### src/rtl/bus_parity_peer_pkg.sv
// Shared definitions for the parity-bus peer: state codes, parity helper, default sizes.
package bus_parity_peer_pkg;
  localparam int DEF_WIDTH = 4;
  localparam int DEF_DEPTH = 4;
  localparam int DEF_TMO   = 15;

  typedef enum logic [2:0] {
    S_IDLE = 3'd0,
    S_RACK = 3'd1,
    S_RREL = 3'd2,
    S_TSET = 3'd3,
    S_THLD = 3'd4,
    S_TREL = 3'd5
  } state_e;

  // Odd-parity flag: 1 when the word holds an odd number of ones (callers zero-extend).
  function automatic logic odd_par(input logic [31:0] v);
    return ^v;
  endfunction
endpackage

### src/rtl/bus_peer_fifo.sv
// Synchronous RX FIFO; a pop in the same cycle frees a full slot for a simultaneous push.
module bus_peer_fifo #(
  parameter int WIDTH = 4,
  parameter int DEPTH = 4
) (
  input  logic             cp,
  input  logic             rst,
  input  logic             push,
  input  logic [WIDTH-1:0] din,
  input  logic             pop,
  output logic [WIDTH-1:0] head,
  output logic             full,
  output logic             empty
);
  localparam int AW = $clog2(DEPTH);

  logic [WIDTH-1:0] mem [DEPTH];
  logic [AW:0]      wr_ptr, rd_ptr;
  logic             do_push, do_pop;

  // Extra pointer MSB distinguishes full from empty when the indices match.
  assign empty   = (wr_ptr == rd_ptr);
  assign full    = (wr_ptr[AW] != rd_ptr[AW]) && (wr_ptr[AW-1:0] == rd_ptr[AW-1:0]);
  assign do_pop  = pop && !empty;
  assign do_push = push && (!full || do_pop);
  assign head    = mem[rd_ptr[AW-1:0]];

  always_ff @(posedge cp) begin
    if (rst) begin
      wr_ptr <= '0;
      rd_ptr <= '0;
    end else begin
      if (do_push) wr_ptr <= wr_ptr + 1'b1;
      if (do_pop)  rd_ptr <= rd_ptr + 1'b1;
    end
  end

  always_ff @(posedge cp) begin
    if (do_push) mem[wr_ptr[AW-1:0]] <= din;
  end
endmodule

### src/rtl/bus_parity_peer.sv
// Far-end station on the inverted wired-AND parity bus: strobed receive into a FIFO, granted transmit with ack/timeout.
// Define PARITY_CHECK_EN to drop received words with bad parity; otherwise every word is accepted.
module bus_parity_peer
  import bus_parity_peer_pkg::*;
#(
  parameter int WIDTH = DEF_WIDTH,
  parameter int DEPTH = DEF_DEPTH,
  parameter int TMO   = DEF_TMO
) (
  input  logic             cp,
  input  logic             rst,
  input  logic [WIDTH-1:0] bus_in_,
  input  logic             par_in_,
  input  logic             stb_in_,
  input  logic             ack_in_,
  output logic [WIDTH-1:0] bus_out_,
  output logic             par_out_,
  output logic             bus_oe,
  output logic             stb_out_,
  output logic             ack_out_,
  input  logic             gnt,
  input  logic [WIDTH-1:0] tx_data,
  input  logic             tx_valid,
  output logic             tx_ready,
  output logic [WIDTH-1:0] rx_data,
  output logic             rx_valid,
  input  logic             rx_rd,
  output logic             perr,
  output logic             ovf,
  output logic             tmo
);
  localparam int TW = $clog2(TMO + 1);

  state_e           state, nxt;
  logic [WIDTH-1:0] d, tx_reg;
  logic [TW-1:0]    tmr;
  logic             tx_full, par_ok, fifo_full, fifo_empty;
  logic             rx_req, can_push, push, bad_par, drop;
  logic             tx_start, ack_seen, timeout, tx_done;

  assign d = ~bus_in_;

`ifdef PARITY_CHECK_EN
  logic p;
  assign p      = ~par_in_;
  assign par_ok = (odd_par(32'(d)) == p);
`else
  logic unused_par;
  assign unused_par = par_in_;
  assign par_ok     = 1'b1;
`endif

  // Receive has priority: a transmit only starts in an IDLE cycle with no strobe.
  assign rx_req   = (state == S_IDLE) && !stb_in_;
  assign can_push = !fifo_full || (rx_rd && !fifo_empty);
  assign push     = rx_req && par_ok && can_push;
  assign bad_par  = rx_req && !par_ok;
  assign drop     = rx_req && par_ok && !can_push;
  assign tx_start = (state == S_IDLE) && stb_in_ && tx_full && gnt;
  assign ack_seen = (state == S_THLD) && !ack_in_;
  assign timeout  = (state == S_THLD) && ack_in_ && (tmr == TW'(TMO - 1));
  assign tx_done  = ack_seen || timeout;

  bus_peer_fifo #(.WIDTH(WIDTH), .DEPTH(DEPTH)) u_fifo (
    .cp    (cp),
    .rst   (rst),
    .push  (push),
    .din   (d),
    .pop   (rx_rd),
    .head  (rx_data),
    .full  (fifo_full),
    .empty (fifo_empty)
  );

  always_ff @(posedge cp) begin
    if (rst) state <= S_IDLE;
    else     state <= nxt;
  end

  always_comb begin
    nxt = state;
    case (state)
      S_IDLE: if (rx_req)        nxt = push ? S_RACK : S_RREL;
              else if (tx_start) nxt = S_TSET;
      S_RACK: nxt = S_RREL;
      S_RREL: if (stb_in_) nxt = S_IDLE;
      S_TSET: nxt = S_THLD;
      S_THLD: if (tx_done) nxt = S_TREL;
      S_TREL: nxt = S_IDLE;
      default: nxt = S_IDLE;
    endcase
  end

  always_comb begin
    bus_oe   = (state == S_TSET) || (state == S_THLD);
    bus_out_ = '1;
    par_out_ = 1'b1;
    if (bus_oe) begin
      bus_out_ = ~tx_reg;
      par_out_ = ~odd_par(32'(tx_reg));
    end
    stb_out_ = (state != S_THLD);
    ack_out_ = (state != S_RACK);
  end

  // TX holding register and the THLD ack timer.
  always_ff @(posedge cp) begin
    if (rst) begin
      tx_full <= 1'b0;
      tx_reg  <= '0;
      tmr     <= '0;
    end else begin
      if (tx_done) begin
        tx_full <= 1'b0;
      end else if (tx_valid && !tx_full) begin
        tx_full <= 1'b1;
        tx_reg  <= tx_data;
      end
      if (state == S_TSET)      tmr <= '0;
      else if (state == S_THLD) tmr <= tmr + 1'b1;
    end
  end

  always_ff @(posedge cp) begin
    if (rst) begin
      perr <= 1'b0;
      tmo  <= 1'b0;
      ovf  <= 1'b0;
    end else begin
      perr <= bad_par;
      tmo  <= timeout;
      if (drop) ovf <= 1'b1;
    end
  end

  assign tx_ready = !tx_full;
  assign rx_valid = !fifo_empty;
endmodule

### config.mk
export PLATFORM = sky130hd
export DESIGN_NAME = bus_parity_peer
export DESIGN_NICKNAME = d
export VERILOG_FILES = /design/src/rtl/bus_parity_peer_pkg.sv /design/src/rtl/bus_peer_fifo.sv /design/src/rtl/bus_parity_peer.sv
export SDC_FILE = /design/constraint.sdc
export NUM_CORES = 1
export LEC_CHECK = 0
export ABC_AREA = 1
export BUFFER_PORTS_ARGS = -buffer_cell sky130_fd_sc_hd__clkbuf_2
export CAP_MARGIN = 30
export CELL_PAD_IN_SITES_DETAIL_PLACEMENT = 0
export CELL_PAD_IN_SITES_GLOBAL_PLACEMENT = 2
export CORE_UTILIZATION = 29
export DETAILED_ROUTE_END_ITERATION = 6
export PLACE_DENSITY = 0.76
export SYNTH_ARGS = -nofsm -noshare
export SYNTH_HDL_FRONTEND = slang
export SYNTH_HIERARCHICAL = 1
export SYNTH_SLANG_ARGS = --single-unit
### constraint.sdc
create_clock -name cp -period 2.1 [get_ports cp]
set_input_delay 0.63 -clock cp [delete_from_list [all_inputs] [get_ports cp]]
set_output_delay 0.63 -clock cp [all_outputs]
set_load 0.02 [all_outputs]
# [Word-level counts from Yosys, hierarchy flattened]
# Memory sizes are Yosys's and may differ from the RTL's. A register that Yosys moved wholly into a read port is not among the register bits.
# Cells that the tools add are included.
[word_totals] elab_cells=69 reg_bits=20 inputBits=16 mem_count=1 mem_bits_ro=0 ram_bits=16 out_inout_bits=17 latchBits=0
[mem_list] memory="u_fifo.mem" words=4 word_bits=4 read_ports=1 rd_ports_with_merged_regs=1 wr=1 line_no="bus_peer_fifo.sv:17" rtl="logic [WIDTH-1:0] mem [DEPTH];"
[classes] n_mul=0 addsub=3 n_bitwise=4 n_lt_le_gt_ge=0 reduce_logical=28 n_mux=12 shifts=0 n_eq_ne=13 n_div=0
[ops] cell="$reduce_xor 32->1" n=1
[ops] cell="$pmux 3 s5" n=1
[ops] cell="$logic_and 1x1->1" n=13
[ops] cell="$mux 3" n=4
[ops] cell="$not 4->4" n=2
[ops] cell="$add 3x1->3 const B" n=2
[ops] cell="$eq 3x2->1 const B" n=2
[ops] cell="$logic_not 1->1" n=6
[ops] cell="$mux 2" n=3
[ops] cell="$ne 3x3->1 const B" n=2
[ops] cell="$add 4x1->4 const B" n=1
[ops] cell="$eq 4x4->1 const B" n=1
[ops] cell="$mux 4" n=1
[ops] cell="$ne 2x2->1 const B" n=2
[ops] cell="$reduce_or 2->1" n=2
[ops] cell="$eq 3x1->1 const B" n=1
[ops] cell="$eq 3x3->1" n=1
[ops] cell="$eq 3x3->1 const B" n=1
[ops] cell="$logic_not 3->1" n=1
[ops] cell="$logic_or 1x1->1" n=3
[ops] cell="$mux 1" n=3
[ops] cell="$ne 3x1->1 const B" n=1
[ops] cell="$reduce_and 3->1" n=1
[ops] cell="$eq 2x2->1" n=1
[ops] cell="other kinds (3)" n=4

# [Longest topological paths before layout]
# Gate-level depths: netlist (run 1).
[depth] depth_word=8 ltp_mapped=13

# [Modules after synthesis]
# Netlist (run 1), hierarchy kept.
[modules_own_cells] mod="bus_peer_fifo" cells_each=105 instances=1 area_each_um2=1062.3
[modules_own_cells] mod="bus_parity_peer" cells_each=110 instances=1 area_each_um2=767.0

# [Least setup slack after synthesis (run 1)]
# Ideal clock, no wire load.
[synth_path] path_type="register to register" startpoint="register u_fifo.wr_ptr[1]" endpoint="memory u_fifo.mem[0][0], enable pin" setup_time_ns=0.329 arrival_ns=1.801 setup_slack_ns=-0.030 stages_incl_launch_ff=12 path_cell_list="dfxtp_1 inv_1 nand2_1 nand2_1 nand3_2 inv_1 inv_1 nand2_1 nand2_1 nor3b_1 nand2_2 nor2_1"
[synth_between] elab_chain_cells=8
[synth_rtl] element="from (decl)" line_no="bus_peer_fifo.sv:18" rtl="logic [AW:0] wr_ptr, rd_ptr;"
[synth_rtl] element="from (signal assigned)" line_no="bus_peer_fifo.sv:33" rtl="if (do_push) wr_ptr <= wr_ptr + 1'b1;"
[synth_rtl] element="$eq 3x3->1" line_no="bus_peer_fifo.sv:22" rtl="assign empty = (wr_ptr == rd_ptr);"
[synth_rtl] element="named net fifo_empty" line_no="bus_parity_peer.sv:37" rtl="logic tx_full, par_ok, fifo_full, fifo_empty;"
[synth_rtl] element="$logic_not 1->1"
[synth_rtl] element="named net rx_valid" line_no="bus_parity_peer.sv:26" rtl="output logic rx_valid,"
[synth_rtl] element="$logic_and 1x1->1" line_no="bus_peer_fifo.sv:24, bus_parity_peer.sv:55"
[synth_rtl] element="$logic_or 1x1->1" line_no="bus_peer_fifo.sv:25, bus_parity_peer.sv:55"
[synth_rtl] element="$logic_and 1x1->1" line_no="bus_parity_peer.sv:56" rtl="assign push = rx_req && par_ok && can_push;"
[synth_rtl] element="named net push" line_no="bus_parity_peer.sv:38" rtl="logic rx_req, can_push, push, bad_par, drop;"
[synth_rtl] element="$logic_and 1x1->1" line_no="bus_peer_fifo.sv:25" rtl="assign do_push = push && (!full || do_pop);"
[synth_rtl] element="$mux 1" line_no="bus_peer_fifo.sv:39" rtl="if (do_push) mem[wr_ptr[AW-1:0]] <= din;"
[synth_rtl] element="$mux 1 (not written as such)" line_no="bus_peer_fifo.sv:39"
[synth_rtl] element="to (decl)" line_no="bus_peer_fifo.sv:17"
# The timed path passes the listed nets, and every way through them passes these cells.

# [Worst setup path after layout (run 1)]
[layout_path] startpoint="register state[1]" endpoint="output port par_out_"
[layout_between] elab_chain_cells=3
[layout_rtl] element="from (decl)" line_no="bus_parity_peer.sv:34" rtl="state_e state, nxt;"
[layout_rtl] element="from (signal assigned)" line_no="bus_parity_peer.sv:77" rtl="else state <= nxt;"
[layout_rtl] element="$eq 3x2->1 / $eq 3x3->1 (equally long branches)" line_no="bus_parity_peer.sv:95" rtl="bus_oe = (state == S_TSET) || (state == S_THLD);"
[layout_rtl] element="$logic_or 1x1->1 (*)" line_no="bus_parity_peer.sv:95"
[layout_rtl] element="$mux 1 (*)" line_no="bus_parity_peer.sv:98" rtl="if (bus_oe) begin"
[layout_rtl] element="to (decl)" line_no="bus_parity_peer.sv:17" rtl="output logic par_out_,"
# Every way passes the cells marked *; elsewhere a longest branch is shown, timed or not.

==> flow_metrics.tcl, run 1 <==
set metrics [dict create \
    synth_cells 215 \
    dp_hpwl_mm 2.62 \
    fmaxAchievable_mhz 502 \
    finalClockSkew_ns 0.00648 \
    cts_root_buf "clkbuf_8" \
    powerDensity_nw_per_um2 1040 \
    cts_made_buffers 5 \
    grt_pass1_vias 1319 \
    cp.arrival_ns 1.36 \
    ir_drop_mv 0.371 \
    die_h_um 81.4 \
    startpoint_type "flop" \
    rr_worst_depth 12 \
    initial_core_util 0.305 \
    largest_reg_flops 16 \
    post_cts_buffers 0 \
    portBuffers 30 \
    use_met1 0.142 \
    fin_area_um2 2270 \
    vias 1446 \
    reg2reg_to "u_fifo/mem[1][0]" \
    drv_cap 0 \
    insertion_delay_ns 0.28 \
    cp-startpoint "state[1]" \
    hold_buffers 0 \
    path_class "flop to output port" \
    critPathCaptureType "output port" \
    critPathMaxFanout 6 \
    grt_pass1_wl_mm 5.78 \
    leakagePower_nw 1.01 \
    die_w_um 81.4 \
    grtUsageTotal 0.118 \
    yosysTopAreaCell "edfxtp_1" \
    grt_max_degree 14 \
    pin_count 33 \
    pre_cts_ws_ns 0.0889 \
    antennaDiodeCount 0 \
    yosys_warnings 6 \
    clock_path_buffers 2 \
    status "finished clean" \
    synth.top_cell.area_share 0.263 \
    synth.area.top_cells "edfxtp_1 (26%), dfxtp_1 (24%), nand2_1 (7.4%)" \
    coreArea_um2 5990 \
    area_delta_synth_final_pct 24.1 \
    crit_end "par_out_" \
    gr-usage-met2 0.195 \
    setup_ws_ns 0.108 \
    wl_per_cell_um 10.3 \
    drtAntennaViolNets 0 \
    hold_violations 0 \
    overflow 0 \
    vias_per_cell 4.34 \
    dp.cells 325 \
    slew_viol_final 0 \
    first_pass_iters 4 \
    required_ns 1.47 \
    timing.reg2reg.setup_slack_ns 0.23 \
    gp_congestion 0.767 \
    ys_types 30 \
    routed_wl_mm 3.42 \
    hold_path.class "flop to flop" \
    setup_violations 0 \
    cts_sinks 38 \
    period_needed_ns 1.99 \
    rows 28 \
    path_clk_slew_ns 0.08 \
    busiest_layer "met2" \
    cts_tree "yes" \
    htreeDepth 2 \
    ys_ff_latch 38 \
    timing.rr.start "u_fifo/wr_ptr[1]" \
    finalCritPeriodShare 0.949 \
    syn_avg_cell_area_um2 8.51 \
    syn_nets 238 \
    drtIter0Drc 57 \
    min_from "ovf" \
    final_cell_count_no_fill 333 \
    placedInstanceArea_um2 2120 \
    use_met3 0.0333 \
    drive_gt1_frac 0.264 \
    num-nets-final 280 \
    antenna_found_initial 0 \
    synthesis.area_um2 1830 \
    drcViolationCount 0 \
    ys_seq_area_frac 0.503 \
    die-area_um2 6630 \
]
[synthesized netlist by cell type (all sizes together)]
master and n:
a211oi 1, o21ai 11, clkbuf 1, xor2 4, nand4 3, or2 1, buf 1, edfxtp 16
o22ai 4, ha 7, nand3b 1, inv 34, nand2 40, nand3 16, a21oi 14, conb 1
nor2 31, xnor2 3, nor3 3, dfxtp 22, nor3b 1
[worst min path at each step]
stage	to	depth (start not counted)
2_1_floorplan	tmr[3]	2
3_3_place_gp	ovf	2
3_5_place_dp	ovf	2
4_1_cts	ovf	2
5_1_grt	u_fifo/wr_ptr[1]	2
6_report	ovf	2
[cell type report]
class | count | area [um2]
repair buffers | 37 | 203
clock buffers | 5 | 68.8
multi-input cells | 141 | 783
well taps | 75 | 93.8
clock inverters | 3 | 68.8
fillers | 634 | 3720
inverters | 34 | 128
flip-flops and latches | 38 | 926
[per-layer routing]
layer / vias to the layer above / wire length [um]
met5: - / 0
met2: 18 / 1660
met1: 646 / 1600
li1: 778 / -
met4: 0 / 40
met3: 4 / 116
[report_power, final]
group          switching [W]  internal (W)
logic               0.000431      0.000257
registers          0.0000831      0.000856
clock network       0.000254      0.000476
[placed cells by master (no fill, tap or decap), types with 3 or more instances in the layout]
cell type  Yosys  layout
edfxtp_1      16      16
clkbuf_8       0       5
nor3_1         3       3
nand2_1       36      35
xor2_1         4       4
o22ai_1        4       4
dfxtp_1       22      18
clkbuf_2       0      30
nand3_1       15      15
nor2_1        29      29
buf_4          1       7
o21ai_1        5       5
a21oi_1       14      14
nand2_2        3       4
dfxtp_2        0       4
inv_1         28      27
ha_1           7       7
inv_2          6       7
o21ai_0        6       6
[critical path, cell delays in order (launching register included)]
cell and delay (ns):
dfxtp_2 0.35, nor2_4 0.14, inv_2 0.09, nor2_8 0.09
inv_2 0.07, nand2_2 0.11, nand2_1 0.07, clkbuf_2 0.15
[timing repair]
action | CTS | global route
gates resized for setup | 1 | 6
pin swaps | 0 | 0
endpoints found under the setup margin | 2 | 22
[metrics by stage]
| stage | utilization | TNS, ns | hold slack, ns | total power [W] |
|---|---|---|---|---|
| floorplan | - | 0 | 0.459 | 0.00144 |
| global placement | 0.354 | 0 | 0.456 | 0.00165 |
| detailed placement | 0.354 | 0 | 0.469 | 0.00165 |
| CTS | 0.377 | 0 | 0.489 | 0.00239 |
| global route | 0.379 | -0.0475 | 0.517 | 0.00252 |
| finish | 0.379 | 0 | 0.477 | 0.00236 |
[kinds of logic (layout without fill, tap and decap cells)]
family,count (synthesis),after routing,synth area share
buffers and inverters,36,79,0.0759
AO/OA/AOI/OAI,30,30,0.0862
AND/OR/NAND/NOR,96,96,0.247
adder cells (fa/ha/maj),7,7,0.0479
flip-flops,38,38,0.503
XOR/XNOR,7,7,0.0376
other,1,1,0.00205
No activity file was read; power rests on OpenSTA's default activity.
==> run 2: changes to the inputs <==
--- a/config.mk
+++ b/config.mk
@@ -10,10 +10,10 @@
 export CAP_MARGIN = 30
 export CELL_PAD_IN_SITES_DETAIL_PLACEMENT = 0
 export CELL_PAD_IN_SITES_GLOBAL_PLACEMENT = 2
-export CORE_UTILIZATION = 29
+export CORE_UTILIZATION = 30
 export DETAILED_ROUTE_END_ITERATION = 6
-export PLACE_DENSITY = 0.76
+export MAX_ROUTING_LAYER = met4
+export PLACE_DENSITY = 0.77
 export SYNTH_ARGS = -nofsm -noshare
 export SYNTH_HDL_FRONTEND = slang
-export SYNTH_HIERARCHICAL = 1
 export SYNTH_SLANG_ARGS = --single-unit
==> run 2 against run 1 <==
Flip-flop and latch count did not move; synthesized cell count fell by 5.1%; area after synthesis fell by 0.68%; via count fell by 6.2%; core utilization rose by 0.85 points; count of clock-buffer cells in the layout did not move; critical path depth fell by 1; die area fell by 3.9%; design area fell by 3.1%; largest cell class unchanged; largest power group unchanged.
==> flow_metrics.tcl, run 2 <==
set metrics [dict create \
    area_delta_synth_final_pct 21.1 \
    die-area_um2 6370 \
    finalCritPeriodShare 0.936 \
    insertion_delay_ns 0.29 \
    antenna_found_initial 0 \
    path_class "flop to output port" \
    crit_chain "inv_2, nand2_1, nand2_1, nor2_4, nand2_2, clkbuf_2" \
    gp_congestion 0.738 \
    cts_sinks 38 \
    grt_pass1_wl_mm 5.69 \
    cts_made_buffers 5 \
    hold_buffers 0 \
    cts_tree "yes" \
    vias 1357 \
    initial_core_util 0.320 \
    required_ns 1.47 \
    die_w_um 79.8 \
    routed_wl_mm 3.39 \
    layout_commonest_cell "nand2_1" \
    hold_path_depth 2 \
    fmaxAchievable_mhz 509 \
    antennaDiodeCount 0 \
    clock_path_buffers 2 \
    synthesis.area_um2 1820 \
    ir_drop_mv 0.324 \
    synth_most_common_cell "nand2_1" \
    grt_max_degree 14 \
    portBuffers 30 \
    period_needed_ns 1.97 \
    grt_pass1_vias 1278 \
    critPathCaptureType "output port" \
    overflow 0 \
    ys_ff_latch 38 \
    async_flop_share 0 \
    cp.arrival_ns 1.34 \
    synth_commonest_cells "nand2_1 (33), nor2_1 (27), inv_1 (25)" \
    cts_root_buf "clkbuf_8" \
    drcViolationCount 0 \
    setup_violations 0 \
    drv_cap 0 \
    yosys_warnings 0 \
    final_cell_mix "nand2_1 (32), clkbuf_2 (30), nor2_1 (27), inv_1 (25), dfxtp_1 (20)" \
    rows 27 \
    synth_cells 204 \
    grtUsageTotal 0.120 \
    path_clk_slew_ns 0.08 \
    finalClockSkew_ns 0.00720 \
    pin_count 33 \
    cts_resized 0 \
    die_h_um 79.8 \
    fin_setup_tns_ns 0 \
    rsz0062_at_grt "false" \
    ys_types 27 \
    status "finished clean" \
    leakagePower_nw 0.916 \
    rr_worst_depth 5 \
    drtAntennaViolNets 0 \
    ys_seq_area_frac 0.507 \
    hold_path.class "flop to flop" \
    hold_violations 0 \
    max_stage_delay_ns 0.43 \
    slew_viol_final 0 \
    drive_gt1_frac 0.282 \
    fill_cells 571 \
    synth.top_cell.area_share 0.264 \
    syn_nets 227 \
    syn_avg_cell_area_um2 8.91 \
    holdWs_ns 0.458 \
    synth-edff-count 16 \
    wl_per_cell_um 10.8 \
    multiInputGateArea_um2 782 \
    synth.area.top_cells "edfxtp_1 (26%), dfxtp_1 (24%), nand2_1 (6.8%)" \
    post_cts_buffers 0 \
    htreeDepth 2 \
    crit_path_frequent_cell "nand2_1" \
    largest_reg_flops 16 \
    dp_hpwl_mm 2.56 \
    vias_per_cell 4.34 \
    drtIter0Drc 38 \
    seqCellArea_um2 923 \
    power_w 0.00231 \
    critPathMaxFanout 5 \
    num-nets-final 263 \
    slowest_stage "dfxtp_1" \
    yosysTopAreaCell "edfxtp_1" \
    first_pass_iters 4 \
    startpoint_type "flop" \
    coreArea_um2 5680 \
    powerDensity_nw_per_um2 1050 \
    synth_ff_type "dfxtp_1" \
]
[run 2: routing by layer]
layer,global-route usage,routed length [um]
met5,-,0
met4,0.0375,40
met3,0.0320,144
met2,0.184,1460
met1,0.155,1750
[run 2: area by class of cell]
| type | instances | share of cell area |
|---|---|---|
| clock buffers | 5 | 0.0313 |
| well taps | 72 | 0.0410 |
| clock inverters | 3 | 0.0313 |
| flip-flops and latches | 38 | 0.420 |
| repair buffers | 32 | 0.0751 |
| multi-input cells | 136 | 0.356 |
| inverters | 27 | 0.0461 |
[run 2: worst paths after layout]
kind / from / endpoint / slack, ns
setup / recovery: u_fifo.wr_ptr[1] / rx_valid / 0.13
hold / removal: ovf / ovf / 0.46
setup reg to reg: state[0] / u_fifo.mem[0][3] / 0.48
hold reg to reg: ovf / ovf / 0.46
[run 2: per-stage QoR]
step	utilization	setup WS (ns)	std cells	area, um2
after floorplan	-	0.392	204	1820
after global placement	0.362	0.303	305	2060
after detailed placement	0.362	0.311	305	2060
after CTS	0.387	0.0478	313	2190
after global routing	0.388	0.0441	313	2200
final	0.388	0.134	313	2200
[run 2: critical path: cells and delay by family (launching register included)]
family	cells	cell delay, ns
simple gates	4	0.38
buf+inv	2	0.23
flops	1	0.43
[run 2: kinds of logic after synthesis]
logic type                 share of synthesized area
and+or+nand+nor                                0.247
DFF                                            0.507
buffers and inverters                         0.0640
AOI/OAI and AO/OA                              0.103
adders and majority gates                     0.0482
xor gates and xnor gates                      0.0289
other                                        0.00206
[run 2: power breakdown]
part / total [W] / internal (W) / switching [W] / leakage [nW]
combinational: 0.000642 / 0.000225 / 0.000418 / 0.522
clock: 0.000743 / 0.000476 / 0.000267 / 0.0683
sequential: 0.000923 / 0.000850 / 0.0000724 / 0.326
